==> src/rtl/led_pattern_gen.sv <==
// rtl/led_pattern_gen.sv - LED pattern engine: walk/bounce/count/blink with a programmable step rate
// A debounced push-button cycles through the modes.
module led_pattern_gen #(
  parameter int LED_WIDTH       = 8,
  parameter int CLK_HZ          = 50000000,
  parameter int STEP_HZ         = 1,
  parameter int DEBOUNCE_CYCLES = 1000000
) (
  input  logic                 CLOCK_50,
  input  logic                 KEY,
  input  logic                 KEY_MODE,
  input  logic [1:0]           SPEED,
  output logic [LED_WIDTH-1:0] LED,
  output logic [1:0]           MODE,
  output logic                 TICK
);

  localparam int TICK_DIV = CLK_HZ / STEP_HZ;
  localparam int PW       = $clog2(TICK_DIV + 1);
  localparam int DW       = $clog2(DEBOUNCE_CYCLES + 1);

  localparam logic [LED_WIDTH-1:0] LED_LSB = LED_WIDTH'(1);
  localparam logic [LED_WIDTH-1:0] LED_MSB = {1'b1, {(LED_WIDTH-1){1'b0}}};

  typedef enum logic [1:0] {
    MODE_WALK   = 2'd0,
    MODE_BOUNCE = 2'd1,
    MODE_COUNT  = 2'd2,
    MODE_BLINK  = 2'd3
  } mode_e;

  mode_e                mode_q, mode_d;
  logic [LED_WIDTH-1:0] led_q, led_d;
  logic                 dir_q, dir_d;
  logic                 tick_q, tick_d;
  logic [PW-1:0]        presc_q, presc_d;
  logic [PW-1:0]        presc_term;
  logic                 wrap;

  logic                 sync1_q, sync2_q;
  logic                 level_q, level_d;
  logic [DW-1:0]        db_cnt_q, db_cnt_d;
  logic                 db_done;
  logic                 press;

  // Button path: 2-flop synchroniser, then a level must stay stable for DEBOUNCE_CYCLES.
  assign db_done = (sync2_q != level_q) && (db_cnt_q == DW'(DEBOUNCE_CYCLES - 1));
  assign press   = db_done && level_q;

  always_comb begin
    level_d  = level_q;
    db_cnt_d = db_cnt_q + DW'(1);
    if (sync2_q == level_q) begin
      db_cnt_d = '0;
    end else if (db_done) begin
      db_cnt_d = '0;
      level_d  = sync2_q;
    end
  end

  // A compare-with->= lets a SPEED change that strands the count above the new terminal wrap at once.
  assign presc_term = PW'((TICK_DIV >> SPEED) - 1);
  assign wrap       = (presc_q >= presc_term);

  always_comb begin
    presc_d = presc_q + PW'(1);
    tick_d  = wrap;
    if (wrap || press) begin
      presc_d = '0;
    end
  end

  always_comb begin
    mode_d = mode_q;
    led_d  = led_q;
    dir_d  = dir_q;
    if (press) begin
      mode_d = mode_e'(mode_q + 2'd1);
      dir_d  = 1'b0;
      case (mode_d)
        MODE_WALK:   led_d = LED_LSB;
        MODE_BOUNCE: led_d = LED_LSB;
        MODE_COUNT:  led_d = '0;
        MODE_BLINK:  led_d = '1;
        default:     led_d = LED_LSB;
      endcase
    end else if (wrap) begin
      case (mode_q)
        MODE_WALK: begin
          led_d = {led_q[LED_WIDTH-2:0], led_q[LED_WIDTH-1]};
        end
        MODE_BOUNCE: begin
          if (!dir_q) begin
            led_d = {led_q[LED_WIDTH-2:0], 1'b0};
            if (led_d == LED_MSB) begin
              dir_d = 1'b1;
            end
          end else begin
            led_d = {1'b0, led_q[LED_WIDTH-1:1]};
            if (led_d == LED_LSB) begin
              dir_d = 1'b0;
            end
          end
        end
        MODE_COUNT: begin
          led_d = led_q + LED_WIDTH'(1);
        end
        MODE_BLINK: begin
          led_d = ~led_q;
        end
        default: begin
          led_d = led_q;
        end
      endcase
    end
  end

  always_ff @(posedge CLOCK_50 or negedge KEY) begin
    if (!KEY) begin
      mode_q   <= MODE_WALK;
      led_q    <= LED_LSB;
      dir_q    <= 1'b0;
      tick_q   <= 1'b0;
      presc_q  <= '0;
      sync1_q  <= 1'b1;
      sync2_q  <= 1'b1;
      level_q  <= 1'b1;
      db_cnt_q <= '0;
    end else begin
      mode_q   <= mode_d;
      led_q    <= led_d;
      dir_q    <= dir_d;
      tick_q   <= tick_d;
      presc_q  <= presc_d;
      sync1_q  <= KEY_MODE;
      sync2_q  <= sync1_q;
      level_q  <= level_d;
      db_cnt_q <= db_cnt_d;
    end
  end

  assign LED  = led_q;
  assign MODE = mode_q;
  assign TICK = tick_q;

endmodule

==> config.mk <==
export PLATFORM = sky130hd
export DESIGN_NAME = led_pattern_gen
export DESIGN_NICKNAME = d
export VERILOG_FILES = /design/src/rtl/led_pattern_gen.sv
export SDC_FILE = /design/constraint.sdc
export NUM_CORES = 1
export LEC_CHECK = 0
export ABC_AREA = 1
export BUFFER_PORTS_ARGS = -buffer_cell sky130_fd_sc_hd__clkbuf_2
export CAP_MARGIN = 30
export CORE_ASPECT_RATIO = 1.5
export CORE_UTILIZATION = 60
export CTS_BUF_LIST = sky130_fd_sc_hd__clkbuf_4 sky130_fd_sc_hd__clkbuf_8 sky130_fd_sc_hd__clkbuf_16
export DETAILED_ROUTE_END_ITERATION = 12
export PLACE_DENSITY = 0.75
export SETUP_SLACK_MARGIN = 0.05
export SLEW_MARGIN = 20
export SYNTH_ARGS = -nofsm -noshare
export SYNTH_HDL_FRONTEND = slang
export SYNTH_SLANG_ARGS = --single-unit
==> constraint.sdc <==
create_clock -name CLOCK_50 -period 3.8 [get_ports CLOCK_50]
set_input_delay 0.76 -clock CLOCK_50 [delete_from_list [all_inputs] [get_ports CLOCK_50]]
set_output_delay 0.76 -clock CLOCK_50 [all_outputs]
set_load 0.01 [all_outputs]
**Word-level counts from Yosys, hierarchy flattened**

Index checks and enable logic that the tools add are counted.
W data, S select, Z words.

- Output and inout port bits: 11
- Register bits: 61
- Word-level logic and storage cells: 53
- Input bits: 5

- Equality and inequality tests: 11
- Shift operators: 1
- Bitwise logic cells: 2
- Mux-type cells: 14
- $lt $le $gt $ge: 1
- Add/subtract/negate cells: 5
- Reduce and logical (&&, ||, !) cells: 10

Operators by type and width:

| operator | number |
|---|---|
| $mux W20 | 2 |
| $pmux W8 S4 | 1 |
| $add A26 B1 Y26 const B | 1 |
| $ge A26 B26 Y1 | 1 |
| $mux W26 | 1 |
| $shr A26 B2 Y26 const A | 1 |
| $sub A26 B2 Y26 const B | 1 |
| $mux W8 | 3 |
| $pmux W8 S3 | 1 |
| $add A20 B1 Y20 const B | 1 |
| $eq A20 B20 Y1 const B | 1 |
| $add A8 B1 Y8 const B | 1 |
| $eq A2 B2 Y1 const B | 4 |
| $not A8 Y8 | 1 |
| $eq A7 B1 Y1 const B | 1 |
| $eq A7 B7 Y1 const B | 1 |
| $mux W1 | 6 |
| $eq A2 B1 Y1 const B | 2 |
| $logic_not A2 Y1 | 2 |
| $reduce_and A2 Y1 | 2 |
| $reduce_bool A2 Y1 | 2 |
| $add A2 B1 Y2 const B | 1 |
| $logic_and A1 B1 Y1 | 2 |
| $reduce_or A2 Y1 | 1 |
| 4 further kinds | 4 |

**Longest topological paths before layout**

- Depth after elaboration: 6
- Gate-level depth with buffers: 15
- Depth with buffers taken out: 14

**Worst setup path before layout**

No wires, ideal clock.

- Kind: input port to flip-flop
- Start: input SPEED[1]
- End: register presc_q[8]
- Arrival time: 2.575 ns
- Stages: 13
- Slack: 1.154 ns
- Setup time: 0.072 ns
- Required time: 3.728 ns
- Path buffers: 3
- Cells stage by stage: clkbuf_1 > nand2_1 > ha_1 > ha_1 > nand2_1 > inv_1 > o21ai_0 > nand3_1 > nand3_1 > nand4_1 > buf_4 > buf_6 > nor2_1

- Longest elaborated chain between the ends: 5

Ends and longest elaborated chain:

| what | line | text |
|---|---|---|
| start, declared | 12 | `input logic [1:0] SPEED,` |
| $shr A26 B2 Y26 | 62 | `assign presc_term = PW'((TICK_DIV >> SPEED) - 1);` |
| $sub A26 B2 Y26 | 62 |  |
| $ge A26 B26 Y1 | 63 | `assign wrap = (presc_q >= presc_term);` |
| $logic_or A1 B1 Y1 | 68 | `if (wrap \|\| press) begin` |
| $mux W26 | 68 |  |
| net presc_d[8] | 36 | `logic [PW-1:0] presc_q, presc_d;` |
| end signal, assigned | 134 | `presc_q <= presc_d;` |
| end, declared | 36 |  |

The timed path passes the listed nets, and every way through them passes these cells.
A chain may end at the register's enable or synchronous reset.

**Final worst setup path**

- Start: input SPEED[0]
- End: register led_q[4] (netlist: LED[4])

- Longest elaborated chain between the ends: 4

Ends and longest elaborated chain:

| what | line | text |
|---|---|---|
| $shr A26 B2 Y26 | 62 |  |
| $sub A26 B2 Y26 | 62 |  |
| $ge A26 B26 Y1 | 63 |  |
| $reduce_bool A2 Y1 (no line) | -- |  |
| end signal, assigned | 131 | `led_q <= led_d;` |
| end, declared | 33 | `logic [LED_WIDTH-1:0] led_q, led_d;` |

No other way between the ends.

==> flow_summary_export.csv <==
group,metric,value,unit
run_status,status,"complete, no violations",
worst_setup_path,max_stage_delay,320,ps
worst_hold_path,hold_class,"reg -> reg",
final_layout,fin_util,68.28,%
clock_network,cts_hold_buf,0,
floorplan,rows,36,
worst_setup_path,cp-start-kind,"primary input",
sta,max_freq,369.7,MHz
placement,postPlaceCellArea,0.004304,sq mm
pwr,p_leak,2.180,nW
pwr,irDropWorstVdd,0.0002549,V
run,cap_violations,0,
clock_network,cts_max_level,3,
worst_setup_path,cp.required,4020,ps
sta,slew_violations,0,
route,post-route-drc-count,0,
synthesis,synth_largest_area_cell,"dfrtp_1",
route,final_antenna_net_count,0,
synthesis,syn-cell-area,0.004136,sq mm
worst_setup_path,critPathMaxFanout,26,
clock_network,insertion_delay,350,ps
clock_network,post_cts_buffers,0,
sta,finalSetupViolations,0,
clock_network,ctsResizeCount,0,
clock_network,cts_max_path_buffers,2,
sta,max-slew-margin-rel,57.37,%
synthesis,synthArstFlopShare,100.0,%
final_layout,post-route-cell-area,0.004491,sq mm
worst_setup_path,critPathTopFamily,"simple AND/OR/NAND/NOR gates",
worst_setup_path,worst-path-buf-inv,4,
route,viasPerCell,5.739,
route,routed_wl,10350,um
final_layout,area_growth,8.560,%
clock_network,cts.clk_slew.worst_paths,70,ps
clock_network,cts_buffers,9,
worst_setup_path,arrival,2920,ps
route,drt-pass1-iter-count,5,
placement,dpl.hpwl,7921,um
floorplan,die_w,69.80,um
final_layout,drive_gt1_share,7.426,%
global_routing,grt_max_degree,41,
placement,place_congestion,0.9520,
worst_setup_path,critical_path_depth,14,
clock_network,cts_sinks,61,
sta,tightest_slew,633.6,ps
global_routing,antenna_found_initial,0,
sta,skew,9.549,ps
synthesis,ys_seq_area_share,37.02,%
sta,hold_violations,0,
worst_setup_path,worstSetupPathType,"in -> reg",
floorplan,start_util,62.90,%
worst_setup_path,critPathCaptureType,"flop",
synthesis,yosys.area.top_type_share,34.48,%
final_layout,nets,635,
worst_setup_path,cp_cell_sequence,"clkbuf_2 -> inv_1 -> nand2_1 -> ha_1 -> ha_1 -> nand2_1 -> inv_1 -> o21ai_0 -> nand3_1 -> nand3_1 -> nand4_1 -> buf_4 -> nand2_1 -> o21ai_0",
global_routing,track_usage,31.15,%
sta,period_share,71.19,%
route,drt_iter0_drc,214,
sta,rsz0062_at_grt,"no",
synthesis,syn_inst,577,
synthesis,synth.area.top_cells,"dfrtp_1, nand2_1, ha_1, nor2_1, inv_1",
final_layout,antennaDiodeCount,0,
worst_setup_path,critical_path.most_common_cell,"nand2_1",
floorplan,die_h,103.7,um
clock_network,cts-root-buf,"clkbuf_8",
synthesis,ys.flop_type,"dfrtp_1",
sta,period_needed,2705,ps
worst_hold_path,min_path_cells,0,
pwr,p_per_area,280.2,mW/mm^2
floorplan,fp.coreArea,0.006576,sq mm
sta,tns,0,ps
synthesis,avgSynthCellArea,7.169,sq um
worst_setup_path,crit_path_top_delay_cell,"ha_1",
clock_network,cts_tree,"built",
synthesis,synth-edff-count,0,
worst_setup_path,reg2regPathDepth,8,
route,routedWlPerCell,15.18,um
synthesis,synth_warnings,0,
global_routing,grt_pass1_wl,17630,um
route,vias,3914,
floorplan,io-pin-count,16,
placement,port_buffers,15,
global_routing,overflow,0,
global_routing,grt_pass1_vias,3785,
floorplan,die_area,0.007237,sq mm
synthesis,ys_ff_latch,61,
synthesis,synth.distinct_cells,33,
[stage by stage]
step	power [mW]	setup slack, ps	std cells	hold slack [ps]
global placement	0.7237	821.5	666	347.0
floorplan	0.6973	1154	578	345.2
finish	1.258	1095	682	357.1
detailed placement	0.7251	754.2	666	348.1
global route	1.304	861.8	682	364.2
CTS	1.267	1112	682	358.1
[synth_stat cells, drive strengths merged (5+ instances only)]
master,number
xnor2,7
ha,29
xor2,15
nor2,94
dfrtp,57
nor3,25
nand4,17
nand2,123
nand3,44
nor4,5
a21oi,22
inv,76
o21ai,30
[state kept, by name (all words and copies together) (netlist names)]
signal    flops
db_cnt_q     20
dir_q         1
level_q       1
TICK          1
LED           8
presc_q      26
MODE          2
sync1_q       1
sync2_q       1
[cell type report]
type / instances / area [sq um]
Fill cell: 583 / 2086
Multi-Input combinational cell: 433 / 2280
Tap cell: 76 / 95.09
Timing Repair Buffer: 20 / 112.6
Clock inverter: 3 / 20.02
Clock buffer: 13 / 166.4
Sequential cell: 61 / 1531
Inverter: 76 / 285.3
[path summary, 6_finish.rpt]
| check | end | startpoint | slack (ps) |
|---|---|---|---|
| worst max-delay path | LED[4] | SPEED[0] | 1090 |
| worst min-delay path | sync2_q | sync1_q | 360 |
| worst max register to register | presc_q[17] | presc_q[2] | 1390 |
| worst min register to register | sync2_q | sync1_q | 360 |
| max in group asynchronous | LED[0] | KEY | 2490 |
| min in group asynchronous | presc_q[11] | KEY | 390 |
[worst reg2reg max path, delay by kind of cell (launching register included)]
kind,cells,cell delay (ps)
flip-flops,1,440
AO/OA/AOI/OAI,1,160
AND/OR/NAND/NOR,7,1750
[cell usage in the layout (no fill, tap or decap)]
cell / instances
ha_1: 29
dfstp_2: 4
nor2_1: 94
nand3b_1: 1
nand2_1: 123
a31oi_1: 2
clkbuf_4: 2
xnor2_2: 1
clkbuf_8: 11
clkinv_2: 1
a21oi_1: 22
nand4_1: 17
o22ai_1: 4
xor2_1: 15
a22oi_1: 1
clkbuf_2: 15
mux2_2: 1
or3_1: 1
nor3_1: 24
or2_2: 1
nor3b_1: 2
o21ai_0: 30
inv_1: 76
dfrtp_1: 57
o211ai_1: 4
nand3_1: 43
o2bb2ai_1: 1
nor4_1: 5
nor3_2: 1
a21boi_0: 1
buf_4: 5
clkinvlp_4: 2
nand3_2: 1
xnor2_1: 6
conb_1: 3
[kinds of logic (layout without fill, tap and decap cells)]
group	after synthesis	in the layout	synth area share (%)
AND/OR/NAND/NOR	313	313	32.46
buffers and inverters	84	112	7.955
AO/OA/AOI/OAI	65	65	8.500
flip-flops	61	61	37.02
adder cells (fa/ha/maj)	29	29	8.772
XOR/XNOR	22	22	4.840
other	2	3	0.1816
multiplexers	1	1	0.2722
[layer usage]
layer | global-route usage (%) | up-vias | share of wire [%]
met5 | 0 | - | 0
met4 | 17.14 | 0 | 3.4
met3 | 5.058 | 31 | 3.8
met2 | 54.74 | 109 | 54
met1 | 35.29 | 1847 | 39
li1 | - | 1927 | -
[where the power goes]
part | switching (mW) | internal, mW | leakage, nW | total, mW
sequential | 0.00248 | 0.654 | 0.821 | 0.656
combinational | 0.0390 | 0.0164 | 1.27 | 0.0554
clock | 0.261 | 0.286 | 0.0925 | 0.546
Power figures use the tool's default switching activity.
